$ cat src/rtl/div_pkg.sv
// Shared types for the radix-2 sequential divider: FSM state encoding and
// the iteration-counter width helper.
package div_pkg;

  typedef enum logic [1:0] {IDLE, CALC, DONE} state_t;

  // The counter must reach WIDTH itself, hence WIDTH+1 distinct values.
  function automatic int cnt_width(input int width);
    return $clog2(width + 1);
  endfunction

endpackage

$ cat src/rtl/div_step.sv
// One combinational restoring-division iteration: shift one dividend bit
// into the partial remainder, subtract the divisor if it fits.
module div_step #(
  parameter int WIDTH = 8
) (
  input  logic [WIDTH:0]   rem,
  input  logic [WIDTH-1:0] quo,
  input  logic [WIDTH-1:0] divisor,
  output logic [WIDTH:0]   rem_next,
  output logic [WIDTH-1:0] quo_next
);

  logic [WIDTH:0] shifted;
  logic [WIDTH:0] diff;
  logic           fits;
  logic           unused_rem_msb;

  // The partial remainder is always below the divisor, so its top bit is
  // zero on entry and only the shifted value needs the extra bit.
  assign unused_rem_msb = rem[WIDTH];
  assign shifted  = {rem[WIDTH-1:0], quo[WIDTH-1]};
  assign diff     = shifted - {1'b0, divisor};
  assign fits     = (shifted >= {1'b0, divisor});
  assign rem_next = fits ? diff : shifted;
  assign quo_next = {quo[WIDTH-2:0], fits};

endmodule

$ cat src/rtl/radix2_seq_divider.sv
// Parametrised one-bit-per-clock restoring divider with load/ready handshake.
// Optional divide-by-zero flag port dz is enabled by defining DIV_ZERO_FLAG_EN.
module radix2_seq_divider
  import div_pkg::*;
#(
  parameter int WIDTH  = 8,
  parameter bit SIGNED = 1'b0
) (
  input  logic             clk,
  input  logic             rst_n,
  input  logic             load,
  input  logic [WIDTH-1:0] d1,
  input  logic [WIDTH-1:0] d2,
  output logic             ready,
  output logic [WIDTH-1:0] QUOTN,
  output logic [WIDTH-1:0] REMDR
`ifdef DIV_ZERO_FLAG_EN
  ,
  output logic             dz
`endif
);

  localparam int CW = cnt_width(WIDTH);
  localparam logic [CW-1:0] LAST = CW'(WIDTH);

  state_t         state;
  logic [CW-1:0]  cnt;
  logic [WIDTH:0] rem;
  logic [WIDTH-1:0] quo;
  logic [WIDTH-1:0] divisor;
  logic [WIDTH-1:0] dividend;
  logic           neg_q;
  logic           neg_r;
  logic           zero_div;

  logic [WIDTH:0]   rem_next;
  logic [WIDTH-1:0] quo_next;
  logic             d1_neg;
  logic             d2_neg;
  logic [WIDTH-1:0] d1_mag;
  logic [WIDTH-1:0] d2_mag;
  logic [WIDTH-1:0] q_fix;
  logic [WIDTH-1:0] r_fix;

  assign d1_neg = SIGNED && d1[WIDTH-1];
  assign d2_neg = SIGNED && d2[WIDTH-1];
  assign d1_mag = d1_neg ? -d1 : d1;
  assign d2_mag = d2_neg ? -d2 : d2;

  // Divide-by-zero bypasses sign fix-up: all-ones quotient, raw dividend back.
  assign q_fix = zero_div ? '1 : (neg_q ? -quo : quo);
  assign r_fix = zero_div ? dividend : (neg_r ? -rem[WIDTH-1:0] : rem[WIDTH-1:0]);

  div_step #(.WIDTH(WIDTH)) u_step (
    .rem      (rem),
    .quo      (quo),
    .divisor  (divisor),
    .rem_next (rem_next),
    .quo_next (quo_next)
  );

  // A load in any state restarts; CALC spends WIDTH cycles iterating plus one
  // cycle at cnt==WIDTH where the fixed-up result is committed.
  always_ff @(posedge clk or negedge rst_n) begin
    if (!rst_n) begin
      state    <= IDLE;
      cnt      <= '0;
      rem      <= '0;
      quo      <= '0;
      divisor  <= '0;
      dividend <= '0;
      neg_q    <= 1'b0;
      neg_r    <= 1'b0;
      zero_div <= 1'b0;
      ready    <= 1'b0;
      QUOTN    <= '0;
      REMDR    <= '0;
`ifdef DIV_ZERO_FLAG_EN
      dz       <= 1'b0;
`endif
    end else begin
      ready <= 1'b0;
      if (load) begin
        state    <= CALC;
        cnt      <= '0;
        rem      <= '0;
        quo      <= d1_mag;
        divisor  <= d2_mag;
        dividend <= d1;
        neg_q    <= d1_neg ^ d2_neg;
        neg_r    <= d1_neg;
        zero_div <= (d2 == '0);
      end else begin
        case (state)
          IDLE: ;
          CALC: begin
            if (cnt == LAST) begin
              state <= DONE;
              ready <= 1'b1;
              QUOTN <= q_fix;
              REMDR <= r_fix;
`ifdef DIV_ZERO_FLAG_EN
              dz    <= zero_div;
`endif
            end else begin
              rem <= rem_next;
              quo <= quo_next;
              cnt <= cnt + 1'b1;
            end
          end
          DONE:    state <= IDLE;
          default: state <= IDLE;
        endcase
      end
    end
  end

endmodule
$ cat config.mk
export PLATFORM = sky130hd
export DESIGN_NAME = radix2_seq_divider
export DESIGN_NICKNAME = d
export VERILOG_FILES = /design/src/rtl/div_pkg.sv /design/src/rtl/div_step.sv /design/src/rtl/radix2_seq_divider.sv
export SDC_FILE = /design/constraint.sdc
export NUM_CORES = 1
export LEC_CHECK = 0
export CORE_ASPECT_RATIO = 1.1
export CORE_UTILIZATION = 30
export CTS_CLUSTER_SIZE = 10
export DETAILED_ROUTE_END_ITERATION = 12
export PLACE_DENSITY_LB_ADDON = 0.3
export SYNTH_ARGS = -nofsm -noshare
export SYNTH_HDL_FRONTEND = slang
export SYNTH_SLANG_ARGS = --single-unit
$ cat constraint.sdc
create_clock -name clk -period 3.53 [get_ports clk]
set_clock_uncertainty 0.1 [all_clocks]
set_input_delay 0.8825 -clock clk [delete_from_list [all_inputs] [get_ports clk]]
set_output_delay 0.8825 -clock clk [all_outputs]
set_load 0.01 [all_outputs]
==> results of run 1 <==
## registers in the layout (all words and copies together), names as in the netlist
register  count
cnt           4
divisor       8
rem           8
dividend      8
QUOTN         8
REMDR         8
quo           8
state         2
ready         1
zero_div      1
## synthesized netlist by cell type (2+ instances only)
master	instances
a21o_1	3
a21oi_1	12
a21oi_2	2
a31oi_1	3
buf_1	2
buf_2	2
clkbuf_1	11
dfrtp_1	56
ha_1	10
inv_1	24
inv_2	2
mux2i_1	18
nand2_1	38
nand2b_1	2
nand3_1	4
nand4_1	2
nor2_1	19
nor2b_1	5
nor4_1	2
o21a_1	2
o21ai_0	27
o21ai_1	26
o31a_1	2
o41ai_1	2
or3_1	3
xnor2_1	2
xor2_1	2
## per-layer routing
| metal | global-route usage [%] | part of all wire, % |
|---|---|---|
| met4 | 4.02 | 1.5 |
| met1 | 16.6 | 48 |
| met3 | 1.83 | 3.1 |
| met5 | 0 | 0 |
| met2 | 20.7 | 47 |
## critical path: stages, from the launching register on
cell and delay [ns]:
dfrtp_1 0.43, inv_1 0.11, ha_1 0.21, fa_1 0.26, nor2b_4 0.06, o31a_1 0.27, or4b_1 0.47, a31o_1 0.25
a21oi_2 0.11
## final timing paths
path                               start  endpoint  slack [ns]  depth (start not counted)
worst max-delay path              quo[7]    rem[6]        1.20                          8
worst max register to register    quo[7]    rem[6]        1.20                          8
worst min-delay path            REMDR[2]  REMDR[2]        0.39                          2
min in group asynchronous          rst_n  REMDR[2]        0.55                          1
worst min register to register  REMDR[2]  REMDR[2]        0.39                          2
max in group asynchronous          rst_n  QUOTN[3]        2.10                          2
## area by class of cell
cell class,count,area (sq um),share of cell area [%]
well taps,114,143,4.23
multi-input cells,201,1250,37.1
repair buffers,39,375,11.1
clock inverters,2,35.0,1.04
clock buffers,6,72.6,2.15
inverters,26,97.6,2.89
flip-flops and latches,56,1400,41.5
## logic make-up (layout without fill, tap and decap cells)
| logic type | count (synthesis) | count (layout) | share of synthesized area (%) |
|---|---|---|---|
| compound gates | 88 | 88 | 18.5 |
| simple gates | 79 | 79 | 12.8 |
| flops | 56 | 56 | 49.9 |
| buf+inv | 41 | 73 | 5.57 |
| mux | 19 | 19 | 6.82 |
| fa+ha+maj | 11 | 11 | 5.17 |
| xor+xnor | 4 | 4 | 1.25 |
## power by group through the flow
| stage | sequential (W) | combinational, W | clock (W) |
|---|---|---|---|
| global route | 0.000834 | 0.000764 | 0.000445 |
| detailed placement | 0.000834 | 0.000680 | 0 |
| floorplan | 0.000820 | 0.000472 | 0 |
| global placement | 0.000832 | 0.000675 | 0 |
| CTS | 0.000821 | 0.000683 | 0.000424 |
| finish | 0.000821 | 0.000681 | 0.000411 |
## per-stage QoR
step	total power (W)	worst slack (ns)	hold WS (ns)	instance area [sq um]
after floorplan	0.00129	1.43	0.385	2810
after global placement	0.00151	0.907	0.370	3270
after detailed placement	0.00151	0.870	0.380	3270
after CTS	0.00193	1.19	0.403	3380
after global routing	0.00204	1.06	0.424	3380
final	0.00191	1.20	0.392	3380
==> metrics.cfg, run 1 <==
[placement]
place.gp.congestion=0.832
dp.cells=436
hpwl_mm=4.27
port_buffers=35

[clock_tree]
cts_setup_buffers=0
cts_resized=0
root_buffer=clkbuf_8
cts_made_buffers=5
cts-hold-fix-buffers=0
tritoncts=yes
htree_levels=2
clk_latency_ns=0.30
clk_pin_slew_ns=0.10
clock_sinks=56
cts.path.max_buffers=2

[cells_and_area]
area_delta_synth_final_pct=20.2
fillers=935
nets=359
final_cells=444
layout_common_cells=dfrtp_1 (56), nand2_1 (38), clkdlybuf4s50_1 (34)
mostFrequentLayoutCell=dfrtp_1
diodes=0
final_util_pct=37.7
drive_gt1_share_pct=6.06

[status]
status=completed

[synth]
synthFlopType=dfrtp_1
synthCells=298
synthArstFlopShare_pct=100
synth_fp_nets=328
synth_edf_count=0
netlist_area_sq_um=2810
synth.yosys.seq_area_share_pct=49.9
yosys.area.top_type=dfrtp_1
synth_top_area_share_pct=49.9
ys_types=42
yosys-top-cells-area=dfrtp_1 (50%), mux2i_1 (6.4%), nand2_1 (5.1%)
synth_area_per_cell_sq_um=9.43
yosys_warnings=0
synth-seq-cells=56

[power]
switchingPower_w=0.000644
seqPwrFrac_pct=42.9
pwr_density_cell_nw_per_um2=567
p_clk_share_pct=21.5
internal-power_w=0.00127
p_leak_nw=1.56
vdd_drop_max_v=0.000192
swShare_pct=33.7
pwr-share-comb_pct=35.6

[critical_path]
crit_fanout=3
cp.required_ns=3.67
start_kind=flip-flop
crit_path_end_kind=flip-flop
crit_type=flip-flop to flip-flop
arrival_ns=2.46

[floorplanning]
num_rows=36
die_y_um=103
die_w_um=94.3
start_util_pct=31.3
die-area_sq_um=9750
coreArea_sq_um=8960
top_level_ports=36

[sta]
slew-limit-headroom_pct=33.7
period_share_pct=66.0
hold_viol=0
period_needed_ns=2.33
worst_pin_slew_ns=0.994
setup_viol=0
max_freq_mhz=429
rsz0062_at_grt=false
fin_setup_tns_ns=0
drv_slew=0

[routing]
wire_per_inst_um=13.1
vias=2124
drtIter0Drc=99
dr.pass1.iters=4
ant_nets=0
drt_wl_total_mm=5.84
drc=0
drt-vias-per-instance=4.78

[grt]
antenna_found_initial=0
grt_pass1_vias=1951
grt_pass1_wl_mm=9.45
grt_overflow=0
grt_max_degree=48
grt_usage_pct=12.4

[hold_path]
hp-class=flip-flop to flip-flop

[job]
cap_violations=0

Power figures use the tool's default switching activity.
==> run 2, diff against run 1 <==
- clock period: 3.53 -> 2.33 ns (I/O delays scaled with it)
==> metrics.cfg, run 2 (same netlist as run 1, synthesis figures left out) <==
[status]
status=completed  ; unchanged

[clock_tree]
cts_made_buffers=5  ; unchanged
htree_levels=2  ; unchanged
cts.path.max_buffers=2  ; unchanged
cts-hold-fix-buffers=0  ; unchanged
clk_pin_slew_ns=0.10  ; about the same
clock_sinks=56  ; unchanged
tritoncts=yes  ; unchanged
root_buffer=clkbuf_8  ; unchanged
clk_latency_ns=0.31  ; was 0.30 ns

[sta]
drv_slew=0  ; unchanged
setup_viol=0  ; unchanged
hold_viol=0  ; unchanged
period_needed_ns=2.24  ; was 2.33 ns
period_share_pct=96.0  ; was 66.0%
max_freq_mhz=447  ; was 429 MHz
worst_pin_slew_ns=0.681  ; was 0.994 ns
slew-limit-headroom_pct=54.6  ; was 33.7%

[job]
cap_violations=0  ; unchanged

[grt]
grtUsageMet3_pct=2.19  ; was 1.83%
globalRouteMet1Util_pct=17.2  ; was 16.6%
top_usage_layer=met2  ; unchanged
grt_pass1_wl_mm=9.92  ; was 9.45 mm
grt_max_degree=48  ; unchanged
grt_pass1_vias=2004  ; was 1951
grt_usage_pct=13.1  ; was 12.4%
antenna_found_initial=0  ; unchanged
use_met2_pct=21.7  ; was 20.7%
grt_overflow=0  ; unchanged

[routing]
drt-vias-per-instance=4.86  ; was 4.78
wire_per_inst_um=13.1  ; about the same
ant_nets=0  ; unchanged
drc=0  ; unchanged
dr.pass1.iters=4  ; unchanged
vias=2185  ; was 2124
drtIter0Drc=100  ; was 99
drt_wl_total_mm=5.89  ; was 5.84 mm

[critical_path]
crit_type=flip-flop to flip-flop  ; unchanged
crit_path_end_kind=flip-flop  ; unchanged
arrival_ns=2.38  ; was 2.46 ns
regToRegSetupSlack_ns=0.09  ; was 1.20 ns
cp.required_ns=2.47  ; was 3.67 ns
crit_fanout=3  ; unchanged
r2r-start=quo[7]  ; unchanged
start_kind=flip-flop  ; unchanged
reg2reg_depth=8  ; unchanged
reg2reg_to=rem[6]  ; unchanged

[floorplanning]
start_util_pct=31.3  ; unchanged
die-area_sq_um=9750  ; unchanged
num_rows=36  ; unchanged
top_level_ports=36  ; unchanged
die_w_um=94.3  ; unchanged
die_y_um=103  ; unchanged
coreArea_sq_um=8960  ; unchanged

[hold_path]
hp-class=input port to asynchronous set/reset pin  ; was flip-flop to flip-flop

[power]
swShare_pct=35.2  ; was 33.7%
internal-power_w=0.00186  ; was 0.00127 W
p_leak_nw=1.58  ; was 1.56 nW
pwr_density_cell_nw_per_um2=839  ; was 567 nW/um^2
pwr-share-comb_pct=38.4  ; was 35.6%
seqPwrFrac_pct=42.8  ; was 42.9%
vdd_drop_max_v=0.000322  ; was 0.000192 V
p_clk_share_pct=18.8  ; was 21.5%
switchingPower_w=0.00101  ; was 0.000644 W

[cells_and_area]
drive_gt1_share_pct=8.63  ; was 6.06%
fillers=889  ; was 935
mostFrequentLayoutCell=dfrtp_1  ; unchanged
multi_input_area_sq_um=1260  ; was 1250 sq um
layout_common_cells=dfrtp_1 (56), nand2_1 (38), clkdlybuf4s50_1 (34)  ; unchanged
final_util_pct=38.2  ; was 37.7%
fin_area_sq_um=3420  ; was 3380 sq um
area_delta_synth_final_pct=21.8  ; was 20.2%
regArea_sq_um=1400  ; unchanged
nets=365  ; was 359
diodes=0  ; unchanged

[placement]
place_area_sq_um=3310  ; was 3270 sq um
hpwl_mm=4.29  ; was 4.27 mm
port_buffers=35  ; unchanged
place.gp.congestion=0.893  ; was 0.832

-- run 2: how the worst max path moves through the flow --
stage,start,endpoint
floorplan,quo[7],rem[6]
global placement,quo[7],rem[6]
detailed placement,quo[7],rem[6]
CTS,quo[7],rem[6]
global route,quo[7],rem[6]
finish,quo[7],rem[6]
-- run 2: area by class of cell --
cell class,count,area share (%)
clock buffers,5,2.01
clock inverters,3,0.658
inverters,26,2.85
multi-input cells,201,36.7
flip-flops and latches,56,41.0
well taps,114,4.17
repair buffers,45,12.7
-- run 2: through the flow --
| stage | power [W] | hold slack (ns) | setup TNS [ns] | setup slack (ns) | cells |
|---|---|---|---|---|---|
| 2_1_floorplan | 0.00196 | 0.187 | 0 | 0.231 | 298 |
| 4_1_cts | 0.00288 | 0.124 | 0 | 0.0659 | 448 |
| 3_5_place_dp | 0.00233 | 0.376 | 0 | 0.110 | 440 |
| 5_1_grt | 0.00308 | 0.133 | -0.0166 | -0.0166 | 450 |
| 3_3_place_gp | 0.00233 | 0.368 | 0 | 0.148 | 440 |
| 6_report | 0.00287 | 0.107 | 0 | 0.0930 | 450 |
-- run 2: power groups by stage --
stage | sequential [W] | combinational [W] | clock, W
3_5_place_dp | 0.00125 | 0.00108 | 0
6_report | 0.00123 | 0.00110 | 0.000540
3_3_place_gp | 0.00125 | 0.00108 | 0
2_1_floorplan | 0.00124 | 0.000715 | 0
4_1_cts | 0.00123 | 0.00109 | 0.000559
5_1_grt | 0.00125 | 0.00124 | 0.000596
-- run 2: per-layer routing --
layer,up-vias,share of wire [%]
met5,-,0
met4,0,2.1
met3,7,3.5
li1,1098,-
met1,1040,47
met2,40,47
-- run 2: worst max-delay path, stage by stage, from the launching register on --
cell and delay (ns):
dfrtp_1 0.41, inv_1 0.10, ha_2 0.22, fa_2 0.24, nor2b_4 0.04, o31a_1 0.26
or4b_1 0.46, a31o_1 0.23, a21oi_2 0.11
-- run 2: timing repair --
action | CTS | global route
endpoints found under the hold margin | 0 | 0
buffers inserted | 0 | 2
resized for setup | 0 | 2
endpoints found under the setup margin | 0 | 1
==> run 3, diff against run 2 <==
- CTS_BUF_LIST: default -> sky130_fd_sc_hd__clkbuf_8
==> results of run 3 <==
The final DEF is identical to that of run 2; final timing and power are the same.
==> RTL change, RTL diff (config.mk and constraints of run 3) <==
Make the reset (`rst_n`) synchronous in one clocked block.
--- a/src/rtl/radix2_seq_divider.sv
+++ b/src/rtl/radix2_seq_divider.sv
@@ -61,7 +61,7 @@
 
   // A load in any state restarts; CALC spends WIDTH cycles iterating plus one
   // cycle at cnt==WIDTH where the fixed-up result is committed.
-  always_ff @(posedge clk or negedge rst_n) begin
+  always_ff @(posedge clk) begin
     if (!rst_n) begin
       state    <= IDLE;
       cnt      <= '0;
Behaviour: no difference found for any inputs over 10 cycles, from zero or initial values and one cycle with rst_n low; that may be too few to reach the edited logic, so the function may still have changed.
==> RTL change against run 3 <==
  * Utilization up 0.32 points
  * Critical path depth shrank 1
  * Sequential cell count is the same
  * Setup slack better by 14 ps
  * Synthesized area up 1.1%
  * Wire length grew 11%
  * Worst hold slack better by 280 ps
  * Design area increased by 1.4%
  * Synthesized cell count increased by 6.0%
  * Critical endpoint is now rem[4]
Power is not compared: it rests on default switching activity, and its combinational part moved more than twofold at a synthesized area within 25%.
==> RTL change: results (changes against run 3) <==
metric	value	unit	change
first-pass GRT wire length	11.01	mm	was 9.922 mm
Critical R2R Capture	rem[4]		was rem[6]
post-synthesis mux area share	0.08855		was 0.06815
Detailed Place HPWL	4.802	mm	was 4.290 mm
Post-Place Setup Slack	59.69	ps	was 110.1 ps
Slew headroom	0.5359		was 0.5460
CP Max Fanout	7		was 3
Synth Net Count	346		was 328
syn_area_per_cell	8.988	sq um	was 9.426 sq um
crit path max-delay cell type	a2111oi_4		was or4b_1
post-placement cell count	459		was 440
run status	finished, final reports clean		unchanged
DRT iter0 DRCs	89		was 100
final non-filler cell area	0.003468	sq mm	was 0.003422 sq mm
share of cells above drive strength 1	0.09577		was 0.08631
Synth Area in Compound Gates	0.1841		was 0.1849
drt wl/cell	13.96	um	was 13.08 um
Largest stage delay, worst path	420	ps	was 460 ps
fillers	922		was 889
synth top area cells	dfxtp_1 39%, mux2i_1 8.5%, ha_1 4.4%		was dfrtp_1 50%, mux2i_1 6.4%, nand2_1 5.1%
count of different cell masters after synthesis	50		was 42
GRT Total Usage	0.1397		was 0.1308
Post-DP Area	0.003361	sq mm	was 0.003311 sq mm
largest net degree at the start of global routing	41		was 48
met1 usage	0.1909		was 0.1720
post-synthesis xor/xnor area fraction	0.01542		was 0.01247
R2R depth	7		was 8
Synth Area in Adders	0.05110		was 0.05167
most frequent cells after synthesis	56 x dfxtp_1, 24 x mux2i_1, 22 x nand2_1		was 56 x dfrtp_1, 38 x nand2_1, 27 x o21ai_0
RD Place Congestion	0.8532		was 0.8934
worst reg2reg path startpoint	quo[7]		unchanged
class of the worst hold path	reg -> reg		was in -> async
metal3 WL	168	um	was 204 um
[RTL change: layout make-up]
type / instances / area (sq um) / share of cell area
flip-flops and latches: 56 / 1121 / 0.3232
multi-input cells: 225 / 1584 / 0.4567
repair buffers: 52 / 478.0 / 0.1378
clock buffers: 5 / 68.82 / 0.01984
clock inverters: 3 / 21.27 / 0.006133
well taps: 114 / 142.6 / 0.04113
inverters: 14 / 52.55 / 0.01515
[RTL change: repair_timing]
item,in CTS,in global routing
resized for setup,0,1
endpoints found under the setup margin,0,2
setup buffers,0,2
[RTL change: worst max-delay path by stage]
| stage | to | slack (ps) | depth (start not counted) | from |
|---|---|---|---|---|
| floorplan | rem[3] | 370 | 8 | divisor[4] |
| global placement | QUOTN[7] | 60 | 4 | load |
| detailed placement | QUOTN[7] | 60 | 4 | load |
| CTS | rem[3] | 120 | 7 | quo[7] |
| global route | rem[4] | 20 | 7 | quo[7] |
| finish | rem[4] | 110 | 7 | quo[7] |
